[src/rtl/fdiv_seq.sv]
// rtl/fdiv_seq.sv - iterative binary32 divider, radix-2 restoring, fixed 29-cycle latency
// Round-to-nearest-even only; specials are resolved in PRE and carried to RND.
module fdiv_seq (
   input  logic        clk,
   input  logic        reset,
   input  logic        req,
   input  logic [31:0] x,
   input  logic [31:0] y,
   output logic        busy,
   output logic        done,
   output logic [31:0] rslt,
   output logic [4:0]  flag
);

   typedef enum logic [1:0] {S_IDLE, S_PRE, S_DIV, S_RND} state_t;

   state_t      r_state, w_next;
   logic        w_accept;
   logic [31:0] r_x, r_y;
   logic [25:0] r_rem, r_q;
   logic [23:0] r_my;
   logic [9:0]  r_e;
   logic [4:0]  r_cnt;
   logic        r_sign, r_spec;
   logic [31:0] r_sres;
   logic [4:0]  r_sflag;
   logic        r_done;
   logic [31:0] r_rslt;
   logic [4:0]  r_flag;

   function automatic logic [4:0] lzc24(input logic [23:0] v);
      logic [4:0] n;
      logic       found;
      n = 5'd0;
      found = 1'b0;
      for (int i = 23; i >= 0; i--) begin
         if (!found) begin
            if (v[i]) found = 1'b1;
            else      n = n + 5'd1;
         end
      end
      return n;
   endfunction

   // operand decode and normalisation
   logic [7:0]  w_xe, w_ye;
   logic [22:0] w_xf, w_yf;
   logic        w_xzero, w_yzero, w_xsub, w_ysub, w_xinf, w_yinf;
   logic        w_xnan, w_ynan, w_xsnan, w_ysnan;
   logic [4:0]  w_xlz, w_ylz;
   logic [23:0] w_xm, w_ym;
   logic [9:0]  w_xexp, w_yexp, w_e0, w_e1;
   logic        w_xlt;
   logic [25:0] w_rem0;

   assign w_xe    = r_x[30:23];
   assign w_xf    = r_x[22:0];
   assign w_ye    = r_y[30:23];
   assign w_yf    = r_y[22:0];
   assign w_xzero = (w_xe == 8'd0) && (w_xf == 23'd0);
   assign w_yzero = (w_ye == 8'd0) && (w_yf == 23'd0);
   assign w_xsub  = (w_xe == 8'd0) && (w_xf != 23'd0);
   assign w_ysub  = (w_ye == 8'd0) && (w_yf != 23'd0);
   assign w_xinf  = (w_xe == 8'hFF) && (w_xf == 23'd0);
   assign w_yinf  = (w_ye == 8'hFF) && (w_yf == 23'd0);
   assign w_xnan  = (w_xe == 8'hFF) && (w_xf != 23'd0);
   assign w_ynan  = (w_ye == 8'hFF) && (w_yf != 23'd0);
   assign w_xsnan = w_xnan && !w_xf[22];
   assign w_ysnan = w_ynan && !w_yf[22];
   assign w_xlz   = lzc24({1'b0, w_xf});
   assign w_ylz   = lzc24({1'b0, w_yf});
   assign w_xm    = w_xsub ? ({1'b0, w_xf} << w_xlz) : {1'b1, w_xf};
   assign w_ym    = w_ysub ? ({1'b0, w_yf} << w_ylz) : {1'b1, w_yf};
   assign w_xexp  = w_xsub ? (10'd1 - {5'd0, w_xlz}) : {2'd0, w_xe};
   assign w_yexp  = w_ysub ? (10'd1 - {5'd0, w_ylz}) : {2'd0, w_ye};
   assign w_e0    = w_xexp - w_yexp + 10'd127;
   assign w_xlt   = w_xm < w_ym;
   assign w_e1    = w_xlt ? (w_e0 - 10'd1) : w_e0;
   assign w_rem0  = w_xlt ? {1'b0, w_xm, 1'b0} : {2'b0, w_xm};

   logic        w_spec;
   logic [31:0] w_sres;
   logic [4:0]  w_sflag;
   logic        w_sign;
   assign w_sign = r_x[31] ^ r_y[31];

   always_comb begin
      w_spec  = 1'b1;
      w_sres  = 32'd0;
      w_sflag = 5'd0;
      if (w_xnan) begin
         w_sres  = r_x | 32'h0040_0000;
         w_sflag = {w_xsnan | w_ysnan, 4'd0};
      end else if (w_ynan) begin
         w_sres  = r_y | 32'h0040_0000;
         w_sflag = {w_xsnan | w_ysnan, 4'd0};
      end else if ((w_xinf && w_yinf) || (w_xzero && w_yzero)) begin
         w_sres  = 32'hFFC0_0000;
         w_sflag = 5'b10000;
      end else if (w_yzero && !w_xinf) begin
         w_sres  = {w_sign, 8'hFF, 23'd0};
         w_sflag = 5'b01000;
      end else if (w_xinf) begin
         w_sres  = {w_sign, 8'hFF, 23'd0};
      end else if (w_xzero || w_yinf) begin
         w_sres  = {w_sign, 31'd0};
      end else begin
         w_spec  = 1'b0;
      end
   end

   // one restoring step per DIV cycle
   logic [25:0] w_diff;
   logic        w_neg;
   assign w_diff = r_rem - {2'b0, r_my};
   assign w_neg  = w_diff[25];

   // denormalising shift, rounding and flag generation
   logic        w_sub, w_sticky0;
   logic [9:0]  w_sh, w_ee, w_ee2;
   logic [51:0] w_wide;
   logic [25:0] w_qs;
   logic        w_st, w_g, w_rr, w_up, w_nx, w_of, w_tiny, w_uf;
   logic [24:0] w_mr;
   logic [23:0] w_man;
   logic [31:0] w_res;
   logic [4:0]  w_rflag;

   assign w_sticky0 = |r_rem;
   assign w_sub     = r_e[9] || (r_e == 10'd0);
   assign w_sh      = 10'd1 - r_e;
   assign w_wide    = {r_q, 26'd0} >> w_sh;

   always_comb begin
      w_qs = r_q;
      w_st = w_sticky0;
      if (w_sub) begin
         if (w_sh > 10'd26) begin
            w_qs = 26'd0;
            w_st = w_sticky0 | (|r_q);
         end else begin
            w_qs = w_wide[51:26];
            w_st = w_sticky0 | (|w_wide[25:0]);
         end
      end
   end

   assign w_g    = w_qs[1];
   assign w_rr   = w_qs[0] | w_st;
   assign w_up   = w_g & (w_rr | w_qs[2]);
   assign w_nx   = w_g | w_rr;
   assign w_mr   = {1'b0, w_qs[25:2]} + {24'd0, w_up};
   assign w_ee   = w_sub ? 10'd1 : r_e;
   assign w_ee2  = w_mr[24] ? (w_ee + 10'd1) : w_ee;
   assign w_man  = w_mr[24] ? w_mr[24:1] : w_mr[23:0];
   assign w_of   = !w_sub && (w_ee2 >= 10'd255);
   // tiny unless an e=0 quotient of all ones would round up into 2^-126
   assign w_tiny = r_e[9] || ((r_e == 10'd0) && !(&r_q[25:1]));
   assign w_uf   = w_tiny & w_nx;

   always_comb begin
      w_res   = {r_sign, (w_man[23] ? w_ee2[7:0] : 8'd0), w_man[22:0]};
      w_rflag = {3'b000, w_uf, w_nx};
      if (r_spec) begin
         w_res   = r_sres;
         w_rflag = r_sflag;
      end else if (w_of) begin
         w_res   = {r_sign, 8'hFF, 23'd0};
         w_rflag = 5'b00101;
      end
   end

   always_ff @(posedge clk) begin
      if (!reset) r_state <= S_IDLE;
      else        r_state <= w_next;
   end

   always_comb begin
      w_next = r_state;
      case (r_state)
         S_IDLE:  if (req) w_next = S_PRE;
         S_PRE:   w_next = S_DIV;
         S_DIV:   if (r_cnt == 5'd0) w_next = S_RND;
         S_RND:   w_next = S_IDLE;
         default: w_next = S_IDLE;
      endcase
   end

   always_comb begin
      w_accept = (r_state == S_IDLE) && req;
      busy     = (r_state != S_IDLE);
      done     = r_done;
      rslt     = r_rslt;
      flag     = r_flag;
   end

   always_ff @(posedge clk) begin
      if (w_accept) begin
         r_x <= x;
         r_y <= y;
      end
      if (r_state == S_PRE) begin
         r_rem   <= w_rem0;
         r_my    <= w_ym;
         r_e     <= w_e1;
         r_q     <= 26'd0;
         r_cnt   <= 5'd25;
         r_sign  <= w_sign;
         r_spec  <= w_spec;
         r_sres  <= w_sres;
         r_sflag <= w_sflag;
      end else if (r_state == S_DIV) begin
         r_rem <= {(w_neg ? r_rem[24:0] : w_diff[24:0]), 1'b0};
         r_q   <= {r_q[24:0], ~w_neg};
         r_cnt <= r_cnt - 5'd1;
      end
   end

   always_ff @(posedge clk) begin
      if (!reset) begin
         r_done <= 1'b0;
         r_rslt <= 32'd0;
         r_flag <= 5'd0;
      end else begin
         r_done <= (r_state == S_RND);
         if (r_state == S_RND) begin
            r_rslt <= w_res;
            r_flag <= w_rflag;
         end
      end
   end

endmodule
[config.mk]
export PLATFORM = sky130hd
export DESIGN_NAME = fdiv_seq
export DESIGN_NICKNAME = d
export VERILOG_FILES = /design/src/rtl/fdiv_seq.sv
export SDC_FILE = /design/constraint.sdc
export NUM_CORES = 1
export LEC_CHECK = 0
export CAP_MARGIN = 20
export CORE_MARGIN = 5
export CORE_UTILIZATION = 63
export DETAILED_ROUTE_END_ITERATION = 8
export PLACE_DENSITY = 0.89
export SLEW_MARGIN = 20
export SYNTH_ARGS = -nofsm -noshare
export SYNTH_HDL_FRONTEND = slang
export SYNTH_SLANG_ARGS = --single-unit
[constraint.sdc]
create_clock -name clk -period 22.6 [get_ports clk]
set_input_delay 5.65 -clock clk [delete_from_list [all_inputs] [get_ports clk]]
set_output_delay 5.65 -clock clk [all_outputs]
set_load 0.01 [all_outputs]
; ---- After elaboration in Yosys (flattened, before gate mapping)
; Cells that the tools add are included.
[op_classes]
n_lt_le_gt_ge = 3
n_reduce_logical = 43
addsub = 54
eq_ne = 7
mux = 211
n_shift = 3
bitwise = 10
[ops]
columns = op, count
row1 = $mux W5, 91
row2 = $mux W32, 7
row3 = $add A5 B1 Y5 const B, 43
row4 = $mux W26, 4
row5 = $mux W1, 89
row6 = $reduce_or A26 Y1, 3
row7 = $mux W24, 3
row8 = $shr A52 B10 Y52, 1
row9 = $mux W10, 5
row10 = $mux W25, 2
row11 = $shl A23 B5 Y24, 2
row12 = $logic_not A23 Y1, 2
row13 = $reduce_bool A23 Y1, 2
row14 = $mux W31, 1
row15 = $sub A26 B24 Y26, 1
row16 = $add A24 B1 Y25, 1
row17 = $reduce_and A25 Y1, 1
row18 = $lt A24 B24 Y1, 1
row19 = $eq A8 B8 Y1 const B, 2
row20 = $logic_and A1 B1 Y1, 16
row21 = $logic_not A8 Y1, 2
row22 = $sub A1 B5 Y6 const A, 2
row23 = $add A10 B1 Y10 const B, 1
row24 = $add A10 B7 Y10 const B, 1
row25 = other kinds (28), 48
[word_totals]
in_bits = 67
output_inout_bits = 39
reg_bits = 234

; ---- Depth between registers and ports, before layout
; Gate-level depths: netlist of the first run.
[depth]
depth_word = 73
mapped_depth = 87
depth_no_buf = 85

; ---- Least setup slack after synthesis of the first run
; Ideal clock, no wire load.
[synth_path]
path_kind = register to register
start = register r_y[19]
end = register r_e[7] (data pin)
t_required_ns = 22.335
path_stages_with_launch = 87
setup_slack_ns = 6.659
t_arrival_ns = 15.675
period_less_slack_ns = 15.941
setup_ns = 0.265
cell_sequence = edfxtp_1 > clkbuf_1 > inv_1 > a21oi_1 > nor2_1 > or2_2 > ha_1 > o21a_1 > ha_1 > nand2b_1 > a21boi_0 > ha_1 > a22o_1 > ha_1 > mux2_2 > ha_1 > mux2i_1 > o21ai_0 > [... 51 more ...] > or3_1 > and2_1 > ha_1 > a21o_1 > a21o_1 > a21o_1 > a21o_1 > a21o_1 > a21oi_1 > o31ai_1 > a21o_1 > a21o_1 > nor4_1 > o31ai_1 > o31ai_4 > and3_1 > nand3_1 > xnor2_1
[synth_via]
elab_chain_len = 65
[synth_lines]
columns = item, line
row1 = from (decl), 19  ; logic [31:0] r_x, r_y;
row2 = from (signal assigned), 200  ; r_y <= y;
row3 = $mux W5, 38  ; if (v[i]) found = 1'b1;
row4 = $mux W5, 37  ; if (!found) begin
row5 = $add A5 B1 Y5, 39  ; else n = n + 5'd1;
row6 = $mux W5, 38
row7 = $mux W5, 37
row8 = $add A5 B1 Y5, 39
row9 = $mux W5, 38
row10 = $mux W5, 37
row11 = [... 50 more ...], --
row12 = $mux W5, 37
row13 = $sub A1 B5 Y6, 75  ; assign w_yexp = w_ysub ? (10'd1 - {5'd0, w_ylz}) : {2'd0, w_ye};
row14 = $mux W10, 75
row15 = $sub A10 B10 Y10, 76  ; assign w_e0 = w_xexp - w_yexp + 10'd127;
row16 = $add A10 B7 Y10, 76
row17 = $sub A10 B1 Y10, 78  ; assign w_e1 = w_xlt ? (w_e0 - 10'd1) : w_e0;
row18 = $mux W10 *, 78
row19 = net w_e1[7], 52  ; logic [9:0] w_xexp, w_yexp, w_e0, w_e1;
row20 = to (signal assigned), 205  ; r_e <= w_e1;
row21 = to (decl), 22  ; logic [9:0] r_e;
; Mark *: on every way through the listed nets, which the timed path passes. The rest lies on a longest branch.
; A chain may end at the register's enable or synchronous reset.

; ---- Final worst setup path of the first run
[layout_path]
start = register r_y[18]
end = register r_e[8] (data pin)
[layout_via]
elab_chain_len = 62
[layout_lines]
columns = item, line
row1 = $mux W5, 38
row2 = $mux W5, 37
row3 = $add A5 B1 Y5, 39
row4 = $mux W5, 38
row5 = $mux W5, 37
row6 = $add A5 B1 Y5, 39
row7 = $mux W5, 38
row8 = $mux W5, 37
row9 = [... 47 more ...], --
row10 = $mux W5, 37
row11 = $sub A1 B5 Y6, 75
row12 = $mux W10, 75
row13 = $sub A10 B10 Y10, 76
row14 = $add A10 B7 Y10, 76
row15 = $sub A10 B1 Y10, 78
row16 = $mux W10 *, 78
row17 = net w_e1[8], 52
; Marked as above.

==> impl_metrics.env, run 1 <==
export IMPL_cap_viol_max_count=0
export IMPL_crit_family="compound AO/OA/AOI/OAI gates"
export IMPL_worstSkewPairLatency_ns=0.58
export IMPL_whs_ns=0.4902
export IMPL_peakVddDrop_v=0.0002323
export IMPL_crit_path_max_incr_delay_ns=0.73
export IMPL_ys_ff_latch=231
export IMPL_synthArstFlopShare_pct=0
export IMPL_clk_pin_slew_ns=0.07
export IMPL_fin_nets=2924
export IMPL_avgRoutedWirePerCell_um=23.92
export IMPL_drtPass1Iterations=8
export IMPL_synth_top_area_share_pct=21.27
export IMPL_cts_buffer_depth=3
export IMPL_cts_tree="yes"
export IMPL_gp_congestion=1.030
export IMPL_synthToLayoutAreaGrowth_pct=9.459
export IMPL_placed_area_mm2=0.02379
export IMPL_avgSynthCellArea_um2=8.227
export IMPL_final_core_util_pct=69.69
export IMPL_die_x_um=199.4
export IMPL_clkSinkCount=231
export IMPL_rows=69
export IMPL_gr_usage_all_layers_pct=37.67
export IMPL_mostFrequentLayoutCells="nand2_1 (308), nor2_1 (229), mux2i_1 (207)"
export IMPL_synth_edf_count=160
export IMPL_critical_path_class="reg2reg"
export IMPL_reg2regPathDepth=82
export IMPL_whs_path_depth=1
export IMPL_setup_viol=0
export IMPL_cp_slowest_cell="nor2_1"
export IMPL_drtIter0Drc=2446
export IMPL_overflow=0
export IMPL_rsz0062_at_grt="no"
export IMPL_wl_mm=77.13
export IMPL_start_util_pct=63.67
export IMPL_cp_num_buf_inv=4
export IMPL_powerDensity_mw_per_mm2=114.8
export IMPL_yosys_area_top_type="edfxtp_1"
export IMPL_path_depth=82
export IMPL_route_vias_total=22020
export IMPL_seqCellArea_mm2=0.006226
export IMPL_ios=106
export IMPL_worst_slew_pin_slew_ns=1.019
export IMPL_core_mm2=0.03548
export IMPL_mappedNetlistArea_mm2=0.02259
export IMPL_viasPerCell=6.828
export IMPL_die_y_um=199.4
export IMPL_drc_errors=0
export IMPL_port_buffers=105
export IMPL_synth_distinct_cells=108
export IMPL_die_area_mm2=0.03975
export IMPL_syn_instance_count=2746
export IMPL_finalCriticalPeriod_ns=18.98
export IMPL_antenna_left=0
export IMPL_grt_max_degree=88
export IMPL_antenna_found_initial=0
export IMPL_r2r_start="r_y[18]"
export IMPL_ctsHoldBuffers=0
export IMPL_yosysSeqAreaShare_pct=27.56
export IMPL_power_leakage_nw=9.606
export IMPL_hold_viol_final=0
export IMPL_cts_setup_buffers=0
export IMPL_hpwl_mm=58.29
export IMPL_synth_fp_nets=2929
export IMPL_cts_root_buf="clkbuf_16"
export IMPL_cpMostUsedCell="ha_1"
export IMPL_n_fill_cell=2748
export IMPL_ys_warn_count=0
export IMPL_post_cts_resized=0
export IMPL_arrival_ns=19.35
export IMPL_relSlewSlack_pct=30.31
export IMPL_crit_path_end_kind="flip-flop"
export IMPL_cp_startpoint="r_y[18]"
export IMPL_reg2reg_to="r_e[8]"
export IMPL_cts_htree_levels=1
export IMPL_critPathMaxFanout=32
export IMPL_finalCritPeriodShare_pct=83.97
export IMPL_grt_pass1_wl_mm=118.8
export IMPL_fmax_mhz=52.69
export IMPL_drive_gt1_share_pct=6.732
export IMPL_cts_made_buffers=28
export IMPL_multiInputGateArea_mm2=0.01517
export IMPL_grt_pass1_vias=21230
export IMPL_regToRegSetupSlack_ns=3.62
export IMPL_slew_viol_final=0
export IMPL_crit_path_start_kind="flip-flop"
export IMPL_outcome="complete, no violations"
export IMPL_layout_commonest_cell="nand2_1"
export IMPL_skew_ns=0.03898
export IMPL_yosys_most_used_dff="edfxtp_1"
export IMPL_synth_area_leaders="edfxtp_1 (21%), mux2i_1 (9.2%), ha_1 (6.3%)"
export IMPL_min_delay_path_class="reg2reg"
export IMPL_finish_instance_area_mm2=0.02473
export IMPL_cp_endpoint="r_e[8]"
export IMPL_cp_required_ns=22.97
export IMPL_fin_setup_tns_ns=0
## through the flow
step | power [mW] | std cells | setup WS (ns)
2_1_floorplan | 1.911 | 2746 | 6.659
3_3_place_gp | 2.262 | 3171 | 4.821
3_5_place_dp | 2.320 | 3171 | 4.005
4_1_cts | 2.791 | 3223 | 3.889
5_1_grt | 3.007 | 3224 | 2.218
6_report | 2.839 | 3225 | 3.622
## power breakdown
part	leakage [nW]	total, mW	switching (mW)	internal, mW
Clock	0.459	0.452	0.193	0.260
Combinational	7.05	1.61	0.997	0.614
Sequential	2.09	0.776	0.155	0.622
Total	9.61	2.84	1.34	1.50
## registers in the layout, indices dropped and copies added, names as in the netlist
register / flops
r_sres: 32
done: 1
r_q: 26
r_sign: 1
flag: 5
r_cnt: 5
r_sflag: 2
r_x: 32
r_rem: 26
r_state: 2
r_spec: 1
rslt: 32
r_e: 10
r_my: 24
r_y: 32
## how the worst min path moves through the flow
stage,from,endpoint,slack (ns)
after floorplan,r_cnt[3],r_cnt[3],0.46
after global placement,rslt[29],rslt[29],0.46
after detailed placement,rslt[24],rslt[24],0.47
after CTS,rslt[24],rslt[24],0.49
after global routing,rslt[27],rslt[27],0.51
final,rslt[24],rslt[24],0.49
## layer usage
layer	global-route usage (%)	part of all wire (%)	vias up	wire, um
li1	-	-	9999	-
met5	0	0	-	0
met1	46.62	38	10370	29100
met4	21.74	7.0	0	5419
met3	7.436	9.6	332	7440
met2	61.50	46	1316	35160
## layout make-up
class / instances / share of cell area, %
multi-input cells: 2198 / 61.34
diodes: 1 / 0.01012
flip-flops and latches: 231 / 25.18
inverters: 148 / 2.247
clock inverters: 17 / 0.6122
repair buffers: 134 / 5.131
well taps: 461 / 2.333
clock buffers: 35 / 3.152
## cell usage after synthesis (10+ instances only)
master / count
a211oi_1: 54
a21boi_0: 13
a21o_1: 38
a21oi_1: 171
a22o_1: 29
a22oi_1: 11
a31oi_1: 23
and2_1: 40
and3_1: 30
buf_1: 15
buf_2: 20
clkbuf_1: 129
dfxtp_1: 71
edfxtp_1: 160
ha_1: 114
inv_1: 145
mux2_2: 26
mux2i_1: 207
nand2_1: 308
nand2b_1: 32
nand3_1: 66
nand3b_1: 10
nand4_1: 32
nor2_1: 230
nor2b_1: 65
nor3_1: 52
nor3b_1: 10
nor4_1: 40
o211ai_1: 21
o21a_1: 17
o21ai_0: 142
o21bai_1: 12
o22ai_1: 15
o31ai_1: 20
or2_2: 14
or3_1: 26
xnor2_1: 79
xnor3_1: 10
xor2_1: 49
## cell families (layout without fill, tap and decap cells)
family                   after synthesis  after routing  share of synthesized area, %
other                                  0              1                             0
AO/OA/AOI/OAI                        674            674                         19.88
AND/OR/NAND/NOR                     1013           1013                         22.39
XOR/XNOR                             147            147                         6.790
flip-flops                           231            231                         27.56
buffers and inverters                317            334                         5.511
multiplexers                         239            239                         10.99
adder cells (fa/ha/maj)              125            125                         6.890
Note: power is estimated with default switching activity, not from simulation.
==> inputs of run 2 (changes only) <==
--- a/config.mk
+++ b/config.mk
@@ -7,9 +7,9 @@
 export LEC_CHECK = 0
 export CAP_MARGIN = 20
 export CORE_MARGIN = 5
-export CORE_UTILIZATION = 63
+export CORE_UTILIZATION = 57
 export DETAILED_ROUTE_END_ITERATION = 8
-export PLACE_DENSITY = 0.89
+export PLACE_DENSITY = 0.85
 export SLEW_MARGIN = 20
 export SYNTH_ARGS = -nofsm -noshare
 export SYNTH_HDL_FRONTEND = slang
==> constraint.sdc (replaced) <==
create_clock -name clk -period 16.3 [get_ports clk]
set_input_delay 4.075 -clock clk [delete_from_list [all_inputs] [get_ports clk]]
set_output_delay 4.075 -clock clk [all_outputs]
set_load 0.01 [all_outputs]
==> run 2 against run 1 <==
Compared with the run above:
- combinational power rose by 52%
- first-iteration DRC count grew 1.8%
- power up 45%
- fmax rose by 20%
- critical path depth rose by 1
- via count rose by 1.1%
- clock skew decreased by 0.022 ns
- core utilization shrank 3.7 points
- sequential share of layout area shrank 1.3 points
- clock power grew 33%
- global-route usage fell by 3.8 points
- critical path type unchanged
- critical endpoint is now r_rem[20]
==> impl_metrics.env, run 2 (synthesis results as in run 1) <==
export IMPL_core_mm2=0.03946
export IMPL_whs_path_depth=1
export IMPL_grt_pass1_wl_mm=119.7
export IMPL_drtPass1Iterations=6
export IMPL_grt_pass1_vias=21100
export IMPL_layout_commonest_cell="nand2_1"
export IMPL_power_leakage_nw=10.08
export IMPL_synthToLayoutAreaGrowth_pct=15.20
export IMPL_final_core_util_pct=65.96
export IMPL_relSlewSlack_pct=29.04
export IMPL_route_vias_total=22260
export IMPL_wl_met3_mm=6.179
export IMPL_cts_htree_levels=1
export IMPL_drive_gt1_share_pct=12.43
export IMPL_cpMostUsedCell="ha_1"
export IMPL_antenna_left=0
export IMPL_total_power_mw=4.113
export IMPL_mostFrequentLayoutCells="nand2_1 (302), nor2_1 (223), mux2i_1 (196)"
export IMPL_clk_pin_slew_ns=0.07
export IMPL_min_delay_path_class="reg2reg"
export IMPL_hpwl_mm=59.11
export IMPL_die_area_mm2=0.04372
export IMPL_placed_area_mm2=0.02427
export IMPL_port_buffers=105
export IMPL_fin_ws_ns=0.4945
export IMPL_gr_usage_all_layers_pct=33.84
export IMPL_peakVddDrop_v=0.0001173
export IMPL_crit_path_max_incr_delay_ns=0.53
export IMPL_cts_made_buffers=27
export IMPL_place_ws_ns=-0.3906
export IMPL_start_util_pct=57.26
export IMPL_clkSinkCount=231
export IMPL_skew_ns=0.01672
export IMPL_die_y_um=209.1
export IMPL_finalCriticalPeriod_ns=15.81
export IMPL_cp_required_ns=16.55
export IMPL_crit_path_start_kind="flip-flop"
export IMPL_viasPerCell=6.585
export IMPL_drc_errors=0
export IMPL_grt_max_degree=93
export IMPL_met1_length_mm=31.58
export IMPL_avgRoutedWirePerCell_um=23.30
export IMPL_setup_viol=0
export IMPL_critical_path_class="reg2reg"
export IMPL_cap_viol_max_count=0
export IMPL_fin_nets=3018
export IMPL_dr_max_layer_used="met4"
export IMPL_die_x_um=209.1
export IMPL_antenna_cells=0
export IMPL_rows=73
export IMPL_cts_tree="yes"
export IMPL_fmax_mhz=63.27
export IMPL_cts_root_buf="clkbuf_16"
export IMPL_seqCellArea_mm2=0.006226
export IMPL_worst_slew_pin_slew_ns=1.064
export IMPL_overflow=0
export IMPL_critPathMaxFanout=7
export IMPL_arrival_ns=16.06
export IMPL_gp_congestion=1.028
export IMPL_finalCritPeriodShare_pct=96.97
export IMPL_wl_mm=78.74
export IMPL_crit_path_end_kind="flip-flop"
export IMPL_ctsHoldBuffers=0
export IMPL_powerDensity_mw_per_mm2=158.1
export IMPL_cts_buffer_depth=3
export IMPL_wl_met2_mm=36.09
export IMPL_slew_viol_final=0
export IMPL_drtIter0Drc=2489
export IMPL_hold_viol_final=0
export IMPL_reg2regPathDepth=83
export IMPL_antenna_found_initial=0
export IMPL_outcome="complete, no violations"
export IMPL_cp_slowest_cell="or4_4"
export IMPL_n_fill_cell=3245
export IMPL_worstSkewPairLatency_ns=0.56
export IMPL_ios=106
export IMPL_multiInputGateArea_mm2=0.01568
export IMPL_finish_instance_area_mm2=0.02603
run 2: layer usage:
layer / vias to the layer above / track usage, %
met3: 294 / 4.444
met1: 10620 / 44.43
li1: 10200 / -
met5: - / 0
met2: 1136 / 55.35
met4: 0 / 16.47
run 2: final cells by class:
type | instances | area share [%]
inverter | 148 | 2.154
timing repair buffer | 229 | 7.846
sequential | 231 | 23.92
clock inverter | 10 | 0.4471
multi-input combinational | 2198 | 60.26
tap | 525 | 2.524
clock buffer | 39 | 2.846
run 2: what timing repair did:
item | CTS | global route
setup buffers | 7 | 36
cloned | 1 | 1
resized for setup | 21 | 105
pin swaps | 5 | 61
setup endpoints to repair | 33 | 35
run 2: stage by stage:
stage	hold slack (ns)	setup TNS, ns	cells
2_1_floorplan	0.4610	0	2746
3_3_place_gp	0.4689	0	3288
3_5_place_dp	0.4739	-10.08	3288
4_1_cts	0.4923	0	3345
5_1_grt	0.5060	-8.641	3380
6_report	0.4934	0	3380
run 2: final timing paths:
kind,start,endpoint,slack (ns)
setup / recovery,r_x[19],r_rem[20],0.49
hold / removal,rslt[29],rslt[29],0.49
setup reg to reg,r_x[19],r_rem[20],0.49
hold reg to reg,rslt[29],rslt[29],0.49
run 2: report_power, final:
group | internal [mW] | leakage, nW | switching [mW]
registers | 0.862 | 2.09 | 0.199
clock network | 0.348 | 0.414 | 0.253
logic | 0.985 | 7.57 | 1.47
run 2: critical path: cells and delay by family, from the launching register on:
kind	cells	cell delay, ns
DFF	1	0.42
muxes	8	1.89
buffers and inverters	5	0.63
adders and majority gates	17	4.65
and+or+nand+nor	18	2.34
xor gates and xnor gates	4	0.85
AOI/OAI and AO/OA	31	4.68
==> patch: new RTL, config.mk and constraints of run 1 <==
Encoding of `state_t`: now one-hot (4 bits for 4 states).
--- a/src/rtl/fdiv_seq.sv
+++ b/src/rtl/fdiv_seq.sv
@@ -14,3 +14,3 @@
 
-   typedef enum logic [1:0] {S_IDLE, S_PRE, S_DIV, S_RND} state_t;
+   typedef enum logic [3:0] {S_IDLE = 4'b0001, S_PRE = 4'b0010, S_DIV = 4'b0100, S_RND = 4'b1000} state_t;
 
Check against the original RTL: no difference found for any inputs over 10 cycles, from zero or initial values and one cycle with reset low; not proved beyond that.
==> patch against run 1 <==
Cell count is 4.2% lower; worst setup slack better by 0.89 ns; design area is 3.0% lower; wire length is 4.8% lower; first-iteration DRC count is 5.1% lower; hold slack worse by 0.0087 ns; die area is 2.9% lower; global-route usage is 1.1 points lower; sequential cell count is 2 higher; via count is 4.0% lower; area after synthesis is 3.1% lower; critical endpoint is now r_rem[6].
Power is not compared: it rests on default switching activity, and its combinational part moved more than twofold at a synthesized area within 25%.
==> patch: results (changes against run 1) <==
synth:
  synth_commonest_cells: "nand2_1 (331), nor2_1 (222), mux2i_1 (192), edfxtp_1 (160), a21oi_1 (147)"
  synth.mux.area_fraction: 0.116  # +0.00582
  synth_nets: 2798  # -4.5%
  synthXorXnorAreaFrac: 0.0605  # -0.00739
  ys_seq_area_frac: 0.286  # +0.0106
  synth_compound_area_frac: 0.201  # +0.00246
setup_path:
  reg2reg_to: "r_rem[6]"
  critPathSlowestCell: "o21a_2"
  critPathCapture: "r_rem[6]"
  ff2ff_setup_slack_ns: 4.51  # +0.89 ns
grt:
  grt_util_met2: 0.592  # -0.0231
  grt_pass1_vias: 20100  # -5.6%
  grt_use_met3: 0.0569  # -0.0174
  use_met1: 0.487  # +0.0207
cells_and_area:
  nonClockBufferCount: 138  # +3.0%
  seq_area_sq_um: 6270  # +0.64%
  num-fill-cells: 2627  # -4.4%
  diodes: 0  # -1
  clkCellAreaFrac: 0.0356  # -0.00201
run_status:
  status: "finished, final reports clean"
place:
  hpwl_mm: 55.6  # -4.6%
worst_hold_path:
  hp-start: "rslt[29]"
routing:
  drt-initial-drc-count: 2321  # -5.1%
  routedWlPerCell_um: 23.8  # -0.56%
  drtPass1Iterations: 9  # +1
timing:
  post-route-period-util: 0.800  # -0.0395
  worstMarginPinSlew_ns: 1.07  # +0.0532 ns
patch: cell types whose count changed in the layout (fill, tap and decap cells not counted), sizes merged, moves of 20 or more:
cell / delta
a21oi: -27
nand2: +23
nor2b: -24
inv: -46
a211oi: -29
a22o: +20
patch: stage by stage:
| step | instance area, sq um | hold WS [ns] | utilization | power (mW) | std cells |
|---|---|---|---|---|---|
| 2_1_floorplan | 21900 | 0.451 | - | 0.762 | 2616 |
| 4_1_cts | 24000 | 0.477 | 0.695 | 1.29 | 3087 |
| 6_report | 24000 | 0.481 | 0.696 | 1.29 | 3088 |
| 3_3_place_gp | 23100 | 0.458 | 0.671 | 0.854 | 3039 |
| 5_1_grt | 24000 | 0.504 | 0.696 | 1.35 | 3088 |
| 3_5_place_dp | 23100 | 0.463 | 0.671 | 0.863 | 3039 |
patch: routing by layer:
layer	share of wire	wire [um]	vias to the layer above
met5	0	0	-
met4	0.057	4170	0
met3	0.094	6890	271
met2	0.45	33300	1293
met1	0.40	29100	9972
li1	-	-	9593
